$ cat config.mk
export PLATFORM = sky130hd
export DESIGN_NAME = stdp_weight_update
export DESIGN_NICKNAME = d
export VERILOG_FILES = /design/src/rtl/stdp_weight_update.sv
export SDC_FILE = /design/constraint.sdc
export NUM_CORES = 1
export LEC_CHECK = 0
export ABC_CLOCK_PERIOD_IN_PS = 8100
export BUFFER_PORTS_ARGS = -buffer_cell sky130_fd_sc_hd__buf_2
export CELL_PAD_IN_SITES_DETAIL_PLACEMENT = 1
export CELL_PAD_IN_SITES_GLOBAL_PLACEMENT = 2
export CORE_MARGIN = 5
export CORE_UTILIZATION = 37
export CTS_CLUSTER_DIAMETER = 200
export DETAILED_ROUTE_END_ITERATION = 12
export PLACE_DENSITY_LB_ADDON = 0.1
export SLEW_MARGIN = 20
export SYNTH_ARGS = -nofsm -noshare
export SYNTH_HDL_FRONTEND = slang
export SYNTH_SLANG_ARGS = --single-unit
export TNS_END_PERCENT = 50
$ cat constraint.sdc
create_clock -name clk -period 8.1 [get_ports clk]
set_input_delay 1.215 -clock clk [delete_from_list [all_inputs] [get_ports clk]]
set_output_delay 1.215 -clock clk [all_outputs]
set_load 0.03 [all_outputs]
$ cat src/rtl/stdp_weight_update.sv
// Pair-based STDP learning stage feeding the synaptic weight register.
// Tracks elapsed cycles since the last pre- and post-synaptic spike,
// turns a causal spike pair into a potentiation or depression delta, and
// writes the saturated new weight to the register through a one-cycle
// strobe. Results still in flight are forwarded so that back-to-back
// updates accumulate correctly.
module stdp_weight_update #(
   parameter int weight_width = 8,
   parameter int trace_width  = 3,
   parameter int window       = 6,
   parameter int ltp_step     = 2,
   parameter int ltd_step     = 1,
   parameter int weight_max   = 255,
   parameter int weight_min   = 0
) (
   input  logic                    clk,
   input  logic                    reset,
   input  logic                    active,
   input  logic                    pre_spike,
   input  logic                    post_spike,
   input  logic [weight_width-1:0] weight_q,
   output logic [weight_width-1:0] weight_d,
   output logic                    weight_en,
   output logic                    ltp_event,
   output logic                    ltd_event
);

   // Wide enough that base +/- delta can neither overflow nor wrap below zero.
   localparam int sumWidth = weight_width + trace_width + 4;

   localparam logic [trace_width-1:0]     timerExpired = trace_width'(window + 1);
   localparam logic [trace_width-1:0]     timerWindow  = trace_width'(window);
   localparam logic signed [sumWidth-1:0] upperBound   = sumWidth'(weight_max);
   localparam logic signed [sumWidth-1:0] lowerBound   = sumWidth'(weight_min);

   typedef enum logic [1:0] {
      OP_NONE,
      OP_LTP,
      OP_LTD
   } opKind;

   logic [trace_width-1:0]     preTimer;
   logic [trace_width-1:0]     postTimer;
   opKind                      detOp;
   opKind                      stageOp;
   logic [sumWidth-1:0]        detDelta;
   logic [sumWidth-1:0]        stageDelta;
   logic [weight_width-1:0]    base;
   logic [weight_width-1:0]    result;
   logic signed [sumWidth-1:0] acc;

   // Classify the current spike against the opposite timer and size the update.
   always_comb begin
      detOp    = OP_NONE;
      detDelta = '0;
      if (post_spike && !pre_spike && (preTimer <= timerWindow)) begin
         detOp    = OP_LTP;
         detDelta = sumWidth'(ltp_step * (window + 1 - int'(preTimer)));
      end else if (pre_spike && !post_spike && (postTimer <= timerWindow)) begin
         detOp    = OP_LTD;
         detDelta = sumWidth'(ltd_step * (window + 1 - int'(postTimer)));
      end
   end

   // Elapsed-time timers: a spike restarts its timer, otherwise count up to expired.
   always_ff @(posedge clk) begin
      if (reset) begin
         preTimer  <= timerExpired;
         postTimer <= timerExpired;
      end else if (active) begin
         if (pre_spike)
            preTimer <= '0;
         else if (preTimer != timerExpired)
            preTimer <= preTimer + trace_width'(1);
         if (post_spike)
            postTimer <= '0;
         else if (postTimer != timerExpired)
            postTimer <= postTimer + trace_width'(1);
      end
   end

   // First pipeline stage: capture the detected operation and its delta.
   always_ff @(posedge clk) begin
      if (reset) begin
         stageOp    <= OP_NONE;
         stageDelta <= '0;
      end else if (active) begin
         stageOp    <= detOp;
         stageDelta <= detDelta;
      end
   end

   // Apply the staged delta to the freshest weight, forwarding a write the register has not taken yet.
   always_comb begin
      base   = weight_en ? weight_d : weight_q;
      acc    = '0;
      result = '0;
      if (stageOp == OP_LTD)
         acc = $signed(sumWidth'(base)) - $signed(stageDelta);
      else
         acc = $signed(sumWidth'(base)) + $signed(stageDelta);
      if (acc > upperBound)
         result = weight_width'(weight_max);
      else if (acc < lowerBound)
         result = weight_width'(weight_min);
      else
         result = acc[weight_width-1:0];
   end

   // Second pipeline stage: registered write strobe, new weight and event pulses.
   always_ff @(posedge clk) begin
      if (reset) begin
         weight_d  <= '0;
         weight_en <= 1'b0;
         ltp_event <= 1'b0;
         ltd_event <= 1'b0;
      end else if (active) begin
         weight_en <= (stageOp != OP_NONE);
         ltp_event <= (stageOp == OP_LTP);
         ltd_event <= (stageOp == OP_LTD);
         if (stageOp != OP_NONE)
            weight_d <= result;
      end else begin
         weight_en <= 1'b0;
         ltp_event <= 1'b0;
         ltd_event <= 1'b0;
      end
   end

endmodule

Word level (Yosys, flattened, before mapping)
Cells that the tools add are included.
{"block": "word_totals", "reg_bits": 34, "in_bits": 13, "output_inout_bits": 11, "word_cells": 48}
{"block": "classes", "n_addsub": 6, "magnitude_cmp": 4, "eq_ne": 4, "muxes": 12, "bitwise": 1, "n_reduce_logical": 13}
{"cell": "$mux 15", "n": 3}
{"cell": "$mux 8", "n": 3}
{"cell": "$add 9x15->15", "n": 1}
{"cell": "$gt 15x9->1 const B", "n": 1}
{"cell": "$lt 15x1->1 const B", "n": 1}
{"cell": "$sub 9x15->15", "n": 1}
{"cell": "$mux 3", "n": 4}
{"cell": "$sub 3x3->4 const A", "n": 2}
{"cell": "$add 3x1->3 const B", "n": 2}
{"cell": "$le 3x3->1 const B", "n": 2}
{"cell": "$ne 3x3->1 const B", "n": 2}
{"cell": "$reduce_and 2->1", "n": 3}
{"cell": "$reduce_bool 2->1", "n": 3}
{"cell": "$logic_and 1x1->1", "n": 4}
{"cell": "$mux 2", "n": 2}
{"cell": "$eq 2x1->1 const B", "n": 1}
{"cell": "$eq 2x2->1 const B", "n": 1}
{"cell": "$logic_not 1->1", "n": 2}
{"cell": "$reduce_or 2->1", "n": 1}
{"cell": "$not 1->1", "n": 1}

Longest topological paths before layout
Gate-level depths: netlist of the first run.
{"block": "depth", "word_depth": 6, "depth_mapped": 12, "ltp_nobuf": 12}

Worst setup path before layout of the first run
OpenSTA, ideal clock, no wires.
{"block": "synth_path", "path_kind": "input port to flip-flop", "start": "input port weight_q[4]", "end": "register weight_d[7]", "setup_ns": 0.122, "arrival_time_ns": 3.092, "required_ns": 7.978, "slack_ns": 4.886, "stages": 8, "path_buffers": 0, "cell_sequence": "mux2_2 > ha_1 > a21o_1 > a31oi_2 > a21boi_2 > o21a_1 > or3_1 > a311o_1"}
{"block": "synth_between", "elab_chain_len": 6, "word_cells_on_any_way": 8}
{"element": "start: declaration", "line": "21", "text": "input logic [weight_width-1:0] weight_q,"}
{"element": "$mux 8 (*)", "line": "95", "text": "base = weight_en ? weight_d : weight_q;"}
{"element": "$add 9x15->15 / $sub 9x15->15 (equally long branches)", "line": "101, 99"}
{"element": "$mux 15 (*)", "line": "98", "text": "if (stageOp == OP_LTD)"}
{"element": "$lt 15x1->1", "line": "104", "text": "else if (acc < lowerBound)"}
{"element": "$mux 8", "line": "104"}
{"element": "$mux 8 (*)", "line": "102", "text": "if (acc > upperBound)"}
{"element": "end signal: assignment", "line": "122", "text": "weight_d <= result;"}
{"element": "end: declaration", "line": "22", "text": "output logic [weight_width-1:0] weight_d,"}
Mark *: on every way between the ends. The rest lies on a longest branch, timed or not.
A chain may end at the register's enable or synchronous reset.

Final worst setup path of the first run
{"block": "layout_path", "start": "input port weight_q[0]", "end": "register weight_d[6]"}
Same word-level chain as after synthesis.

==> metrics.log, run 1 <==
[metrics] status: finished clean
[metrics] area fraction in and, or, nand and nor cells after synthesis: about 16%
[metrics] later-pin clock latency in the skew report: 0.27 ns
[metrics] Die Span X: between 70 and 80 µm
[metrics] number of buffers on the longest clock path: 2
[metrics] most area-consuming cells after synthesis: dfxtp_1 30%, ha_1 11%, nor2_1 5.6%
[metrics] DRC violation count after routing: 0
[metrics] internal power of the cells: 0.000199 W
[metrics] RSZ-0062 raised after global routing: false
[metrics] routed length on met3: between 100 and 150 µm
[metrics] largest fanout on the critical path: 3
[metrics] wirelength, routed: between 3000 and 4000 µm
[metrics] clk_skew: 0.00702 ns
[metrics] clock slew seen by the registers of the worst setup and hold paths: 0.10 ns
[metrics] Setup Total Neg Slack: 0 ns
[metrics] crit path kind: input pin to flip-flop
[metrics] fraction of final layout cells sized beyond drive strength 1: 21.8%
[metrics] Arrival @ worst endpoint: 3.35 ns
[metrics] Final Hold Violating Endpoints: 0
[metrics] Max Transition Viols Final: 0
[metrics] placeable core region: 0.00403 mm²
[metrics] Max IR drop VDD: 0.117 mV
[metrics] share of the cycle needed by the critical path after routing: about two fifths
[metrics] effective utilization at floorplan: a little under two fifths
[metrics] number of setup buffers added after CTS: 0
[metrics] Resized Gates After CTS: 0
[metrics] signed area change from the synthesized netlist to the final layout: 13.9%
[metrics] WL per Instance: 16.4 µm
[metrics] largest family of logic cells by synthesized area: compound AO/OA/AOI/OAI gates
[metrics] max-cap violations: 0
[metrics] share of cell area taken by muxes after synthesis: approximately 8.3%
[metrics] post-synthesis cell count: between 150 and 200
[metrics] pin count of the biggest net entering global routing: 15
[metrics] floorplan die area: 0.00557 mm²
[metrics] global-route wire length before repair: roughly 6900 µm
[metrics] Buffers on Ports: 23
[metrics] Net Count, Synth: approximately 200
[metrics] Netlist cell types: 44
[metrics] detailed-placement wirelength estimate: 3190 µm
[metrics] classification of the worst-slack hold path: flip-flop to flip-flop
[metrics] ys async rst share: 0%
[metrics] post-route worst hold slack: 0.497 ns
[metrics] area share of the leading cell type in the synthesized netlist: 29.8%
[metrics] overflow left after global routing: 0
[metrics] max frequency: 313 MHz
[metrics] Synth Area in XOR/XNOR: 2.83%
[metrics] CTS HTree Levels: 1
[metrics] hold bufs inserted after CTS: 0
[metrics] Clock Power Share: 24.8%
[metrics] proportion of power drawn by flip-flops and latches: 40.9%
[metrics] average instance area after synthesis: 9.15 µm²
[metrics] via count of the first global-routing pass: about 1,500
[metrics] crit-path max cell delay: 0.41 ns
[metrics] Worst R2R Setup Slack: between 4 and 5 ns
[metrics] routability congestion estimate: 0.934
[metrics] proportion of power drawn by combinational gates: 34.3%
[metrics] die height: 74.7 µm
[metrics] total leakage power: 0.753 nW
[metrics] total vias in the final route: 1,367
[metrics] number of antenna cells inserted: 0
[metrics] areal power density over the cells: 176 mW/mm²
[metrics] Slowest cell on crit path: fa_1
[metrics] I/O pin count: 24
[metrics] CTS sink count: 23
[metrics] relative slew slack: ~57%
[metrics] worst-margin pin slew: 0.641 ns
[metrics] critical path, cell by cell: buf_2, mux2i_1, ha_1, fa_1, and2b_1, o2111ai_1, a211oi_2, nor2_1, a2111oi_0, o31ai_1
[metrics] cell area after technology mapping: between 0.0015 and 0.002 mm²
[metrics] Post-layout nets: 222
[metrics] number of register bits inferred by synthesis: 23
[metrics] element type at the critical path end: flip-flop
[metrics] Synth Area in Compound Gates: 27.3%
[metrics] CTS buffer count: 3
[metrics] Met2 Routed Length: 2130 µm
[metrics] final setup vio count: 0
[metrics] number of placement rows: 23
[metrics] library cell used as clock root buffer: clkbuf_8
[metrics] DRT iter0 DRCs: 35
[metrics] most instantiated flip-flop cell in the synthesis netlist: dfxtp_1
[metrics] Switching Share: 35.8%
[metrics] final critical-path required period: 3.19 ns
[metrics] core occupancy in the finished layout: 43.7%
[metrics] sequential element share of the synthesized area: 29.8%
[metrics] number of warnings reported in the yosys synthesis log: 0
[metrics] Sw Pwr: 0.000111 W
[metrics] global-route usage over all layers: 15.8%
[metrics] clock tree from TritonCTS: built
[metrics] largest area contributor in the netlist: dfxtp_1
[metrics] top sig layer: met4
[metrics] kind of start point of the critical path: input pin
[metrics] count of TritonRoute iterations in the first routing pass: 5
[metrics] count of flip-flops with a built-in enable after synthesis: 0
[metrics] antenna violations before repair: 0
[metrics] vias per inst: around 5.6
[metrics] Antenna Violating Nets Remaining: 0
[metrics] adder and majority cell fraction of the synthesized area: 12.6%
[metrics] CP required: between 8 and 9 ns
[metrics] total routed wire length on the met1 layer: about 1700 µm
## per-stage QoR
stage | instance area, µm² | setup slack (ns) | instances | total power [W]
2_1_floorplan | 1550 | 4.89 | 169 | 0.000209
3_3_place_gp | 1710 | 4.63 | 239 | 0.000231
3_5_place_dp | 1710 | 4.61 | 239 | 0.000236
4_1_cts | 1760 | 4.90 | 243 | 0.000316
5_1_grt | 1760 | 4.74 | 243 | 0.000332
6_report | 1760 | 4.91 | 243 | 0.000310
## synthesized netlist by cell type, types with 3 or more instances
cell type / number
nor3b_1: 3
nand2_1: 6
mux2_2: 6
ha_1: 14
a221o_1: 8
o21ai_0: 8
nand2b_1: 5
xnor2_1: 4
dfxtp_1: 23
a211o_1: 4
nor2b_1: 4
nor2_1: 23
a21oi_1: 6
mux2i_1: 6
inv_1: 11
## power by group through the flow
stage	sequential, W	clock [W]	combinational [W]
2_1_floorplan	0.000132	0	0.0000773
5_1_grt	0.000129	0.0000850	0.000119
3_3_place_gp	0.000129	0	0.000102
4_1_cts	0.000127	0.0000819	0.000107
6_report	0.000127	0.0000770	0.000106
3_5_place_dp	0.000130	0	0.000106
## placed cells by master, fill, tap and decap left out, types with 6 or more instances in the layout
cell type and n:
ha_1 14, nor2_1 23, nand2_1 6, mux2_2 6
o21ai_0 8, dfxtp_1 23, buf_2 23, mux2i_1 6
inv_1 11, a221o_1 8, a21oi_1 6
## state kept, by name, summed over array words and instances, names as in the netlist
name / count
stageDelta: 4
weight_en: 1
ltp_event: 1
postTimer: 3
ltd_event: 1
stageOp: 2
weight_d: 8
preTimer: 3
## cell type report
class	instances	area, µm²
Clock buffer	3	41.3
Timing Repair Buffer	23	115
Fill cell	485	2270
Multi-Input combinational cell	132	1030
Tap cell	50	62.6
Inverter	11	41.3
Clock inverter	1	7.51
Sequential cell	23	460
## routing by layer
layer,GRT usage [%],up-vias
met2,31.1,19
met3,2.94,6
met5,0,-
met4,3.36,0
met1,17.3,666
li1,-,676
## worst max-delay path, delay by kind of cell
kind / cells / cell delay [ns]
compound gates: 4 / 1.02
fa+ha+maj: 2 / 0.63
simple gates: 2 / 0.35
buf+inv: 1 / 0.07
mux: 1 / 0.06
## final timing paths
kind / end / cells past startpoint / start
max reg2reg: weight_d[7]$_SDFFE_PP0P_ / 11 / stageDelta[0]$_SDFFE_PP0P_
min: weight_d[1]$_SDFFE_PP0P_ / 1 / weight_d[1]$_SDFFE_PP0P_
max: weight_d[6]$_SDFFE_PP0P_ / 10 / weight_q[0]
min reg2reg: weight_d[1]$_SDFFE_PP0P_ / 1 / weight_d[1]$_SDFFE_PP0P_
## cells by family after synthesis
kind of cell               Yosys count
muxes                               12
and+or+nand+nor                     50
xor gates and xnor gates             5
buffers and inverters               14
DFF                                 23
AOI/OAI and AO/OA                   50
adders and majority gates           15
Power figures use the tool's default switching activity.
==> run 2: changes to the inputs <==
Settings changed: ABC_AREA set to 1, ABC_CLOCK_PERIOD_IN_PS 8100 to 2750, CORE_UTILIZATION 37 to 29.
Clock period 8.1 ns to 2.75 ns, I/O delays scaled along.
==> run 2 against run 1 <==
  * Clock power grew to 2.9 times the previous value
  * Cell count grew 35%
  * Via count grew 13%
  * Area after synthesis grew 10%
  * First-iteration DRC count shrank 14%
  * Sequential power grew to 2.9 times the previous value
  * Global-route usage shrank 3.1 points
==> metrics.log, run 2 <==
[metrics] placeable core region: 0.00561 mm²
[metrics] largest fanout on the critical path: 11
[metrics] Max IR drop VDD: 0.201 mV
[metrics] pin count of the biggest net entering global routing: 15
[metrics] endpoint of the worst-slack reg-to-reg timing path: weight_d[7]$_SDFFE_PP0P_
[metrics] classification of the worst-slack hold path: input pin to flip-flop
[metrics] Placed Instance Area: 0.00190 mm²
[metrics] Netlist cell types: 35
[metrics] share of the cycle needed by the critical path after routing: between 80% and 90%
[metrics] Critical R2R Launch: weight_en$_SDFF_PP0_
[metrics] antenna violations before repair: 0
[metrics] Clock Power Share: a little over a fifth
[metrics] Setup Total Neg Slack: 0 ns
[metrics] effective utilization at floorplan: 30.3%
[metrics] RSZ-0062 raised after global routing: false
[metrics] die height: about 87 µm
[metrics] floorplan die area: 0.00749 mm²
[metrics] beginning of the worst hold path: pre_spike
[metrics] count of TritonRoute iterations in the first routing pass: 4
[metrics] area share of the leading cell type in the synthesized netlist: 27.1%
[metrics] total vias in the final route: 1,542
[metrics] leading cell type in the layout, fill and taps excluded: nand2_1
[metrics] via count of the first global-routing pass: 1,599
[metrics] Worst R2R Setup Slack: 0.36 ns
[metrics] largest area contributor in the netlist: dfxtp_1
[metrics] ys async rst share: 0%
[metrics] cell area after technology mapping: approximately 0.0017 mm²
[metrics] most frequent cells in the layout: 42 x nand2_1, 33 x inv_1, 23 x buf_2, 23 x dfxtp_1, 21 x a21oi_1
[metrics] Antenna Violating Nets Remaining: 0
[metrics] Switching Share: between 30% and 40%
[metrics] max-cap violations: 0
[metrics] routed length on met3: roughly 76 µm
[metrics] depth of the worst hold-timing path: 2
[metrics] I/O pin count: 24
[metrics] vias per inst: 4.72
[metrics] clk_skew: a little over 0.002 ns
[metrics] sequential element share of the synthesized area: 27.1%
[metrics] global-route usage over all layers: between 10 and 15%
[metrics] worst-margin pin slew: 0.510 ns
[metrics] areal power density over the cells: roughly 520 mW/mm²
[metrics] Resized Gates After CTS: 0
[metrics] Met2 Routed Length: 2410 µm
[metrics] number of register bits inferred by synthesis: 23
[metrics] overflow left after global routing: 0
[metrics] signed area change from the synthesized netlist to the final layout: 14.6%
[metrics] proportion of power drawn by flip-flops and latches: 36.8%
[metrics] CTS sink count: 23
[metrics] max frequency: about 420 MHz
[metrics] clock tree from TritonCTS: built
[metrics] number of buffers on the longest clock path: 2
[metrics] final critical-path required period: about 2.4 ns
[metrics] area of all placed cells without fillers: a little under 0.002 mm²
[metrics] number of warnings reported in the yosys synthesis log: 0
[metrics] clock slew seen by the registers of the worst setup and hold paths: roughly 0.090 ns
[metrics] number of antenna cells inserted: 0
[metrics] r2r worst-path depth: 14
[metrics] Buffers on Ports: 23
[metrics] Sw Pwr: about 0.0004 W
[metrics] Arrival @ worst endpoint: 2.61 ns
[metrics] number of setup buffers added after CTS: 0
[metrics] global-route wire length before repair: 7500 µm
[metrics] element type at the critical path end: flip-flop
[metrics] list of most frequent post-synthesis cells: 42 x nand2_1, 33 x inv_1, 23 x dfxtp_1, 21 x a21oi_1, 16 x nor2_1
[metrics] status: finished clean
[metrics] top sig layer: met4
[metrics] Post-layout nets: 284
[metrics] total routed wire length on the met1 layer: 1900 µm
[metrics] fraction of final layout cells sized beyond drive strength 1: 23.9%
[metrics] DRC violation count after routing: 0
[metrics] later-pin clock latency in the skew report: 0.27 ns
[metrics] Placed Cells: 323
[metrics] Net Count, Synth: approximately 260
[metrics] count of flip-flops with a built-in enable after synthesis: 0
[metrics] CTS buffer count: 3
[metrics] detailed-placement wirelength estimate: approximately 3800 µm
[metrics] number of standard cells in the final layout excluding fillers: between 300 and 400
[metrics] Max Transition Viols Final: 0
[metrics] total leakage power: 0.960 nW
[metrics] DRT iter0 DRCs: 30
[metrics] WL per Instance: 13.7 µm
[metrics] wirelength, routed: 4470 µm
[metrics] Fillers: 739
[metrics] average instance area after synthesis: 7.39 µm²
[metrics] kind of start point of the critical path: flip-flop
[metrics] count leader, synth: nand2_1
[metrics] largest registers: weight_d (8), stageDelta (4)
[metrics] core occupancy in the finished layout: between 30% and 40%
[metrics] CP required: a little under 3 ns
[metrics] library cell used as clock root buffer: clkbuf_8
[metrics] relative slew slack: 65.6%
[metrics] most instantiated flip-flop cell in the synthesis netlist: dfxtp_1
[metrics] hold bufs inserted after CTS: 0
[metrics] final setup vio count: 0
[metrics] internal power of the cells: roughly 0.0006 W
[metrics] CTS HTree Levels: 1
[metrics] number of placement rows: 27
[metrics] Die Span X: 86.6 µm
[metrics] number of flip-flops under the largest register name: 8
[metrics] most area-consuming cells after synthesis: dfxtp_1 27%, ha_1 10%, nand2_1 9.3%
[metrics] Final Hold Violating Endpoints: 0
[metrics] crit path kind: flip-flop to flip-flop
[metrics] routability congestion estimate: about 0.76
[metrics] register with the most flip-flops: weight_d
[metrics] proportion of power drawn by combinational gates: 41.3%
[metrics] post-synthesis cell count: 230
[metrics] Worst Hold End: preTimer[0]$_SDFFE_PP1P_
==> run 2: logic make-up (layout without fill, tap and decap cells) <==
| logic type | after synthesis | in the layout | synth area share [%] |
|---|---|---|---|
| AO/OA/AOI/OAI | 48 | 48 | 18.2 |
| XOR/XNOR | 4 | 4 | 2.06 |
| adder cells (fa/ha/maj) | 15 | 15 | 11.5 |
| buffers and inverters | 44 | 69 | 10.0 |
| flip-flops | 23 | 23 | 27.1 |
| multiplexers | 6 | 6 | 3.90 |
| AND/OR/NAND/NOR | 90 | 90 | 27.2 |
==> run 2: worst max-delay path by stage <==
stage | start | end | cells past startpoint
floorplan | weight_en$_SDFF_PP0_ | weight_d[5]$_SDFFE_PP0P_ | 12
CTS | weight_en$_SDFF_PP0_ | weight_d[7]$_SDFFE_PP0P_ | 14
finish | weight_en$_SDFF_PP0_ | weight_d[7]$_SDFFE_PP0P_ | 14
global placement | weight_en$_SDFF_PP0_ | weight_d[5]$_SDFFE_PP0P_ | 12
detailed placement | weight_en$_SDFF_PP0_ | weight_d[7]$_SDFFE_PP0P_ | 14
global route | weight_en$_SDFF_PP0_ | weight_d[7]$_SDFFE_PP0P_ | 14
==> run 2: layout make-up <==
class	instances	area [µm²]	area share (%)
timing repair buffer	24	123	6.29
tap	72	90.1	4.62
multi-input combinational	163	1070	54.9
inverter	41	156	8.03
sequential	23	460	23.6
clock buffer	3	41.3	2.12
clock inverter	1	7.51	0.385
==> run 2: worst max-delay path: stages, from the launching register on <==
cell     delay [ns]
dfxtp_1        0.63
mux2i_1        0.20
ha_1           0.26
fa_1           0.41
inv_1          0.07
nand2_1        0.06
nand2_2        0.11
nand3_1        0.08
nand2_1        0.08
nand2_2        0.06
nand2_4        0.11
nand3_1        0.09
nand3_1        0.10
nand2_1        0.05
inv_1          0.04
==> run 2: stage by stage <==
step	power [W]	setup slack, ns	hold slack [ns]
after floorplan	0.000701	0.431	0.456
after global placement	0.000807	0.381	0.472
after detailed placement	0.000805	0.365	0.477
after CTS	0.00103	0.333	0.338
after global routing	0.00110	0.119	0.344
final	0.00101	0.360	0.349
==> run 2: per-layer routing <==
layer	vias up	track usage, %
li1	804	-
met1	716	14.1
met2	16	24.7
met3	6	1.81
met4	0	3.68
met5	-	0
==> run 2: power groups by stage <==
stage | clock network [W] | registers, W | logic, W
after floorplan | 0 | 0.000387 | 0.000314
after CTS | 0.000233 | 0.000374 | 0.000426
after detailed placement | 0 | 0.000381 | 0.000424
after global placement | 0 | 0.000381 | 0.000426
final | 0.000222 | 0.000373 | 0.000419
after global routing | 0.000243 | 0.000377 | 0.000477
